<file path="src/rtl/serial_rx_pkg.sv">
// Shared types and sizing helpers for the serial receive path.
// Latency: n/a (declarations only).
// Backpressure: n/a.
package serial_rx_pkg;

  // Receiver sequencing states; PARITY is only entered when parity is built in
  typedef enum logic [2:0] {
    IDLE,
    START,
    DATA,
    PARITY,
    STOP,
    WAIT_HIGH
  } state_t;

  // Default frame geometry: 16x oversampling, 8 data bits
  localparam int DEFAULT_OVERSAMPLE = 16;
  localparam int DEFAULT_DATA_BITS  = 8;

  // Width of the per-bit tick counter for a given oversample ratio
  function automatic int tick_width(input int os);
    return $clog2(os);
  endfunction

  // Tick index at the middle of a bit period (used to qualify the start bit)
  function automatic int mid_index(input int os);
    return os / 2 - 1;
  endfunction

  // Width of the data bit index (at least one bit)
  function automatic int idx_width(input int nbits);
    return (nbits > 1) ? $clog2(nbits) : 1;
  endfunction

endpackage

</file>
<file path="src/rtl/serial_rx_sync.sv">
// Two-flop synchronizer for an asynchronous level input, resets to 1 (idle line).
// Latency: 2 clk from input change to output change.
// Backpressure: none; free-running.
module serial_rx_sync (
  input  logic clk,
  input  logic reset,
  input  logic d,
  output logic q
);

  logic meta;

  // Two-stage capture; both stages come out of reset at the idle level
  always_ff @(posedge clk or posedge reset) begin
    if (reset) begin
      meta <= 1'b1;
      q    <= 1'b1;
    end else begin
      meta <= d;
      q    <= meta;
    end
  end

endmodule

</file>
<file path="src/rtl/serial_rx_ctrl.sv">
// Serial byte receiver: oversampled start/data/stop framing into a 1-entry valid/ready buffer.
// Latency: byte visible 1 clk after the tick that samples the stop bit (plus 2 clk input sync).
// Backpressure: buffer full and not consumed -> new byte dropped, sticky overrun set.
// Build option: define SERIAL_RX_PARITY_EN to add an even-parity bit between data and stop.
module serial_rx_ctrl
  import serial_rx_pkg::*;
#(
  parameter int OVERSAMPLE = DEFAULT_OVERSAMPLE,
  parameter int DATA_BITS  = DEFAULT_DATA_BITS
) (
  input  logic                 clk,
  input  logic                 reset,
  input  logic                 rx_in,
  input  logic                 sample_tick,
  output logic [DATA_BITS-1:0] rx_data,
  output logic                 rx_valid,
  input  logic                 rx_ready,
  output logic                 frame_err,
  output logic                 overrun,
  output logic                 busy
);

  localparam int TW = tick_width(OVERSAMPLE);
  localparam int BW = idx_width(DATA_BITS);
  localparam logic [TW-1:0] TICK_MID  = TW'(mid_index(OVERSAMPLE));
  localparam logic [TW-1:0] TICK_LAST = TW'(OVERSAMPLE - 1);
  localparam logic [BW-1:0] BIT_LAST  = BW'(DATA_BITS - 1);

  state_t               state;
  logic [TW-1:0]        tick_cnt;
  logic [BW-1:0]        bit_idx;
  logic [DATA_BITS-1:0] shreg;
  logic                 rxs;
`ifdef SERIAL_RX_PARITY_EN
  logic                 par_acc;
  logic                 par_fail;
`endif

  serial_rx_sync u_sync (
    .clk   (clk),
    .reset (reset),
    .d     (rx_in),
    .q     (rxs)
  );

  // Frame sequencer plus output buffer: all counting gated by sample_tick, handshake every clk
  always_ff @(posedge clk or posedge reset) begin
    if (reset) begin
      state     <= IDLE;
      tick_cnt  <= '0;
      bit_idx   <= '0;
      shreg     <= '0;
      rx_data   <= '0;
      rx_valid  <= 1'b0;
      frame_err <= 1'b0;
      overrun   <= 1'b0;
      busy      <= 1'b0;
`ifdef SERIAL_RX_PARITY_EN
      par_acc   <= 1'b0;
      par_fail  <= 1'b0;
`endif
    end else begin
      frame_err <= 1'b0;

      // Consumer handshake; a same-cycle delivery below overrides the clear
      if (rx_valid && rx_ready) begin
        rx_valid <= 1'b0;
        overrun  <= 1'b0;
      end

      if (sample_tick) begin
        case (state)
          IDLE: begin
            if (!rxs) begin
              state    <= START;
              tick_cnt <= '0;
              busy     <= 1'b1;
            end
          end

          START: begin
            if (tick_cnt == TICK_MID) begin
              if (rxs) begin
                // Line went back high before mid start bit: treat as a glitch
                state <= IDLE;
                busy  <= 1'b0;
              end else begin
                state    <= DATA;
                tick_cnt <= '0;
                bit_idx  <= '0;
`ifdef SERIAL_RX_PARITY_EN
                par_acc  <= 1'b0;
`endif
              end
            end else begin
              tick_cnt <= tick_cnt + TW'(1);
            end
          end

          DATA: begin
            if (tick_cnt == TICK_LAST) begin
              // LSB arrives first, so shifting right leaves it at bit 0 after the last bit
              shreg    <= {rxs, shreg[DATA_BITS-1:1]};
              tick_cnt <= '0;
`ifdef SERIAL_RX_PARITY_EN
              par_acc  <= par_acc ^ rxs;
`endif
              if (bit_idx == BIT_LAST) begin
`ifdef SERIAL_RX_PARITY_EN
                state <= PARITY;
`else
                state <= STOP;
`endif
              end else begin
                bit_idx <= bit_idx + BW'(1);
              end
            end else begin
              tick_cnt <= tick_cnt + TW'(1);
            end
          end

`ifdef SERIAL_RX_PARITY_EN
          PARITY: begin
            if (tick_cnt == TICK_LAST) begin
              // Even parity: data bits xor parity bit must be zero
              par_fail <= par_acc ^ rxs;
              tick_cnt <= '0;
              state    <= STOP;
            end else begin
              tick_cnt <= tick_cnt + TW'(1);
            end
          end
`endif

          STOP: begin
            if (tick_cnt == TICK_LAST) begin
              tick_cnt <= '0;
              if (!rxs) begin
                // Bad stop bit: drop byte and wait out a possible break condition
                frame_err <= 1'b1;
                state     <= WAIT_HIGH;
`ifdef SERIAL_RX_PARITY_EN
              end else if (par_fail) begin
                frame_err <= 1'b1;
                state     <= IDLE;
                busy      <= 1'b0;
`endif
              end else begin
                state <= IDLE;
                busy  <= 1'b0;
                if (!rx_valid || rx_ready) begin
                  rx_data  <= shreg;
                  rx_valid <= 1'b1;
                end else begin
                  overrun <= 1'b1;
                end
              end
            end else begin
              tick_cnt <= tick_cnt + TW'(1);
            end
          end

          WAIT_HIGH: begin
            if (rxs) begin
              state <= IDLE;
              busy  <= 1'b0;
            end
          end

          default: begin
            state <= IDLE;
            busy  <= 1'b0;
          end
        endcase
      end
    end
  end

endmodule

</file>
<file path="config.mk">
export PLATFORM = sky130hd
export DESIGN_NAME = serial_rx_ctrl
export DESIGN_NICKNAME = d
export VERILOG_FILES = /design/src/rtl/serial_rx_pkg.sv /design/src/rtl/serial_rx_sync.sv /design/src/rtl/serial_rx_ctrl.sv
export SDC_FILE = /design/constraint.sdc
export NUM_CORES = 1
export LEC_CHECK = 0
export ABC_CLOCK_PERIOD_IN_PS = 2200
export CAP_MARGIN = 10
export CORE_MARGIN = 3
export CORE_UTILIZATION = 55
export CTS_BUF_LIST = sky130_fd_sc_hd__clkbuf_2
export DETAILED_ROUTE_END_ITERATION = 10
export PLACE_DENSITY = 0.76
export SYNTH_ARGS = -nofsm -noshare
export SYNTH_HDL_FRONTEND = slang
export SYNTH_SLANG_ARGS = --single-unit
</file>
<file path="constraint.sdc">
create_clock -name clk -period 2.2 [get_ports clk]
set_clock_uncertainty 0.2 [all_clocks]
set_input_delay 0.44 -clock clk [delete_from_list [all_inputs] [get_ports clk]]
set_output_delay 0.44 -clock clk [all_outputs]
set_load 0.05 [all_outputs]
</file>
Word level (Yosys, flattened, before mapping)
Cells that the tools add are included.
W data, S select, Z words.
{"block": "op_classes", "add_sub_neg": 2, "eq_ne": 15, "n_mux": 39, "n_bitwise": 1, "reduce_logical": 13}
{"cell": "$mux W3", "n": 11}
{"cell": "$mux W1", "n": 20}
{"cell": "$pmux W3 S5", "n": 1}
{"cell": "$ne A2 B2 Y1 const B", "n": 7}
{"cell": "$mux W4", "n": 3}
{"cell": "$pmux W4 S3", "n": 1}
{"cell": "$reduce_and A5 Y1", "n": 2}
{"cell": "$eq A3 B3 Y1 const B", "n": 3}
{"cell": "$reduce_and A7 Y1", "n": 1}
{"cell": "$pmux W3 S2", "n": 1}
{"cell": "$reduce_and A6 Y1", "n": 1}
{"cell": "$pmux W1 S5", "n": 1}
{"cell": "$add A4 B1 Y4 const B", "n": 1}
{"cell": "$eq A4 B3 Y1 const B", "n": 1}
{"cell": "$eq A4 B4 Y1 const B", "n": 1}
{"cell": "$add A3 B1 Y3 const B", "n": 1}
{"cell": "$eq A3 B1 Y1 const B", "n": 1}
{"cell": "$eq A3 B2 Y1 const B", "n": 1}
{"cell": "$logic_not A3 Y1", "n": 1}
{"cell": "$reduce_and A3 Y1", "n": 1}
{"cell": "$reduce_bool A3 Y1", "n": 1}
{"cell": "$mux W2", "n": 1}
{"cell": "$ne A2 B1 Y1 const B", "n": 1}
{"cell": "$reduce_and A2 Y1", "n": 1}
{"cell": "6 further kinds", "n": 6}
{"block": "word_totals", "register_bits": 32}

Longest topological paths before layout
{"block": "logic_depth", "word_depth": 7, "depth_mapped": 5, "depth_no_buf": 5}

Cells and area by module
From an unflattened synthesis, not the netlist that was laid out.
{"block": "unflattened", "cells_unflattened": 127, "hier_area_um2": 1532.7}
{"module": "serial_rx_ctrl", "n_inst": 1, "cells_per_inst": 124, "area_each_um2": 1476.4, "seq_area_each_um2": 750.7}
{"module": "serial_rx_sync", "n_inst": 1, "cells_per_inst": 3, "area_each_um2": 56.3, "seq_area_each_um2": 52.6}

Worst setup path after synthesis
Ideal clock, no wire load.
{"block": "synth_timing", "path_kind": "register to register", "start": "register state[0]", "end": "register bit_idx[0]", "setup_time_ns": 0.128, "arrival_ns": 1.731, "t_required_ns": 1.872, "slack_ns": 0.142, "stages_incl_launch_ff": 6, "period_less_slack_ns": 2.058, "path_cell_list": "dfrtp_1 or3b_1 clkbuf_1 or3_1 a21oi_2 mux2_1"}
{"block": "synth_between", "elab_chain_cells": 3, "elab_cells_between_ends": 9, "classes_between": "eq/ne: 6; mux: 1; reduce/logical: 2"}
{"element": "start, declared", "line": "serial_rx_ctrl.sv:29", "rtl": "state_t state;"}
{"element": "start signal, assigned", "line": "serial_rx_ctrl.sv:49", "rtl": "state <= IDLE;"}
{"element": "start signal, assigned", "line": "serial_rx_ctrl.sv:75", "rtl": "state <= START;"}
{"element": "start signal, assigned", "line": "serial_rx_ctrl.sv:85", "rtl": "state <= IDLE;"}
{"element": "$eq A3 B1 Y1 / $eq A3 B2 Y1 (equally long branches)", "line": "serial_rx_ctrl.sv:72", "rtl": "case (state)"}
{"element": "$ne A2 B2 Y1 (no line) / $reduce_bool A2 Y1 (equally long branches)"}
{"element": "$reduce_and A6 Y1 (no line)"}
{"element": "end signal, assigned", "line": "serial_rx_ctrl.sv:115", "rtl": "bit_idx <= bit_idx + BW'(1);"}
{"element": "end, declared", "line": "serial_rx_ctrl.sv:31", "rtl": "logic [BW-1:0] bit_idx;"}
Several ways; a longest one is shown, not always the timed one.
A chain may end at the register's enable or synchronous reset.

Worst setup path after layout
{"block": "layout_timing", "start": "register tick_cnt[0]", "end": "register state[2]"}
{"block": "layout_between", "elab_chain_cells": 3, "elab_cells_between_ends": 6, "classes_between": "eq/ne: 5; reduce/logical: 1"}
{"element": "start, declared", "line": "serial_rx_ctrl.sv:30", "rtl": "logic [TW-1:0] tick_cnt;"}
{"element": "start signal, assigned", "line": "serial_rx_ctrl.sv:96", "rtl": "tick_cnt <= tick_cnt + TW'(1);"}
{"element": "start signal, assigned", "line": "serial_rx_ctrl.sv:118", "rtl": "tick_cnt <= tick_cnt + TW'(1);"}
{"element": "start signal, assigned", "line": "serial_rx_ctrl.sv:159", "rtl": "tick_cnt <= tick_cnt + TW'(1);"}
{"element": "$eq A4 B4 Y1 / $eq A4 B3 Y1 (equally long branches)", "line": "serial_rx_ctrl.sv:101, serial_rx_ctrl.sv:136, serial_rx_ctrl.sv:82"}
{"element": "$ne A2 B2 Y1 (no line)"}
{"element": "$reduce_and A7 Y1 (no line) *"}
{"element": "end signal, assigned", "line": "serial_rx_ctrl.sv:112", "rtl": "state <= STOP;"}
{"element": "end signal, assigned", "line": "serial_rx_ctrl.sv:141", "rtl": "state <= WAIT_HIGH;"}
{"element": "end signal, assigned", "line": "serial_rx_ctrl.sv:149", "rtl": "state <= IDLE;"}
Mark *: on every way between the ends. The rest lies on a longest branch, timed or not.

==> impl_metrics.tcl <==
set metrics [dict create \
    io_pins 17 \
    r2r_start "tick_cnt[0]$_DFFE_PP0P_" \
    grt_max_degree 33 \
    r2r_cells 6 \
    dp_hpwl_um 2250 \
    hold_ws_ns 0.169 \
    synthFlopType "dfrtp_1" \
    total_power_uw 2120 \
    synth_top_area_share 0.488 \
    synthTopCellsByArea "dfrtp_1 49%, mux2_2 12%, dfstp_2 3.4%, a21oi_1 2.6%, ha_1 2.4%" \
    wl_um 3060 \
    numCtsBuffers 5 \
    crit_type "reg2reg" \
    post_cts_buffers 0 \
    synth_cells 137 \
    status "finished, final reports clean" \
    p_per_area_nw_per_um2 1100 \
    irDropWorstVdd_v 0.000824 \
    synth-seq-cells 32 \
    dr.pass1.iters 5 \
    fp.dieH_um 58.9 \
    met1Wirelength_um 1430 \
    grt_pass1_wl_um 5490 \
    wl_met2_um 1440 \
    cts.sinks 32 \
    core_sq_um 2570 \
    synthesis.nets 145 \
    drv_slew 0 \
    ant_nets 0 \
    finalCritPeriodShare 0.977 \
    synth-edff-count 0 \
    overflow 0 \
    grt.total_usage 0.212 \
    relSlewSlack 0.664 \
    vias 1169 \
    areaGrowthSynthToFinish_pct 25.3 \
    r2r_slack_ns 0.05 \
    place_ws_ns -0.0580 \
    insertion_delay_ns 0.37 \
    fin_ws_ns 0.0512 \
    whs_endpoint "u_sync.q$_DFF_PP1_" \
    hold_path_class "reg2reg" \
    synth_seq_area_share 0.522 \
    setup_viol 0 \
    dieArea_sq_um 3470 \
    async_flop_share 1.00 \
    worstPathArrival_ns 2.22 \
    post_drt_wl_per_cell_um 14.9 \
    rows 18 \
    io_buffers 16 \
    top_layer_used "met4" \
    syn_area_per_cell_sq_um 11.2 \
    cts_hold_buf 0 \
    nNetsFinal 182 \
    stdcell_count 205 \
    die_width_um 58.9 \
    rsz0062_at_grt "false" \
    dp_cells 197 \
    required_ns 2.27 \
    tightest_slew_ns 0.503 \
    max_freq_ghz 0.465 \
    ctsRootBufferMaster "clkbuf_2" \
    hold_depth 0 \
    syn_area_sq_um 1540 \
    h-tree-depth 2 \
    worst-path-max-fanout 4 \
    yosysWarnings 0 \
    yosysUniqueCellTypes 46 \
    clockBufferDepth 2 \
    grt_pass1_vias 1200 \
    cts_tree "built" \
    clk_transition_reported_paths_ns 0.16 \
    r2r-end "state[2]$_DFFE_PP0P_" \
    p_leak_uw 0.00101 \
    via_per_inst 5.70 \
    start_util 0.599 \
    finalHoldViolCount 0 \
    antenna_found_initial 0 \
    diodes 0 \
    post-route-drc-count 0 \
    endpoint_kind "flop" \
    drt_iter0_markers 40 \
    worstHoldStart "u_sync.meta$_DFF_PP1_" \
    routabilityCongestion 0.832 \
    wl_met3_um 143 \
    drv_cap 0 \
    layout-drive-gt1-share 0.303 \
    crit_path_start_kind "flop" \
    fin_crit_ns 2.15 \
    ctsResizeCount 11 \
    synth_area_leader_cell "dfrtp_1" \
]
registers in the layout (all words and copies together) (netlist names):
register	count
tick_cnt	4
u_sync.meta	1
rx_valid	1
u_sync.q	1
busy	1
shreg	8
rx_data	8
bit_idx	3
state	3
frame_err	1
overrun	1
report_power, final:
| group | switching, uW | internal [uW] | total, uW |
|---|---|---|---|
| registers | 116 | 713 | 828 |
| logic | 451 | 447 | 898 |
| clock network | 198 | 196 | 394 |
| total | 765 | 1350 | 2120 |
cell type report:
type                       instances  area [sq um]
tap                               30          37.5
sequential                        32           803
fill                             186           639
timing repair buffer              35           304
clock inverter                     2          35.0
clock buffer                       6          30.0
inverter                           9          33.8
multi-input combinational         91           684
synthesized netlist by cell type (2+ instances only):
| library cell | instances |
|---|---|
| inv_1 | 9 |
| mux2_2 | 16 |
| dfrtp_1 | 30 |
| dfstp_2 | 2 |
| nor2_1 | 6 |
| clkbuf_1 | 4 |
| o21ai_0 | 6 |
| nand3_1 | 4 |
| o32ai_1 | 2 |
| or3b_2 | 2 |
| nand2_1 | 9 |
| mux2i_1 | 2 |
| nand2b_1 | 2 |
| ha_1 | 3 |
| a31o_2 | 2 |
| a21oi_1 | 8 |
layout by cell type (no fill, tap or decap), types with 2 or more instances in the layout:
cell type	n
ha_1	3
dfstp_2	2
clkbuf_2	6
mux2_2	16
o32ai_1	2
dfrtp_1	30
a31o_2	2
clkdlybuf4s50_1	4
or3b_2	2
nor2_1	6
inv_1	9
dlygate4sd2_1	11
o21ai_0	6
buf_4	18
a21oi_1	8
nand2b_1	2
nand3_1	4
mux2i_1	2
nand2_1	8
cells by family after synthesis:
family,synth area share
AND/OR/NAND/NOR,0.126
AO/OA/AOI/OAI,0.144
flip-flops,0.522
multiplexers,0.137
buffers and inverters,0.0350
adder cells (fa/ha/maj),0.0244
XOR/XNOR,0.0114
layer usage:
layer | up-vias | track usage
li1 | 566 | -
met1 | 563 | 0.283
met2 | 33 | 0.326
met3 | 7 | 0.0482
met4 | 0 | 0.104
met5 | - | 0
critical path: stages (launching register included):
cell and delay, ns:
dfrtp_1 0.43, ha_1 0.25, and3_1 0.21, o32ai_1 0.39, buf_4 0.21, nand2_1 0.11
a41o_1 0.26
metrics by stage:
step	cell area [sq um]	utilization	setup TNS [ns]
2_1_floorplan	1540	-	0
3_3_place_gp	1870	0.729	-0.0460
3_5_place_dp	1870	0.729	-0.399
4_1_cts	1920	0.749	0
5_1_grt	1930	0.751	0
6_report	1930	0.751	0
how the worst max path moves through the flow:
stage	from	end	cells past startpoint
floorplan	state[0]$_DFFE_PP0P_	bit_idx[0]$_DFFE_PP0P_	5
global placement	sample_tick	rx_data[5]$_DFFE_PP0P_	5
detailed placement	sample_tick	rx_data[1]$_DFFE_PP0P_	5
CTS	frame_err$_DFF_PP0_	frame_err	1
global route	state[2]$_DFFE_PP0P_	bit_idx[0]$_DFFE_PP0P_	4
finish	tick_cnt[0]$_DFFE_PP0P_	state[2]$_DFFE_PP0P_	6
Power figures use the tool's default switching activity.
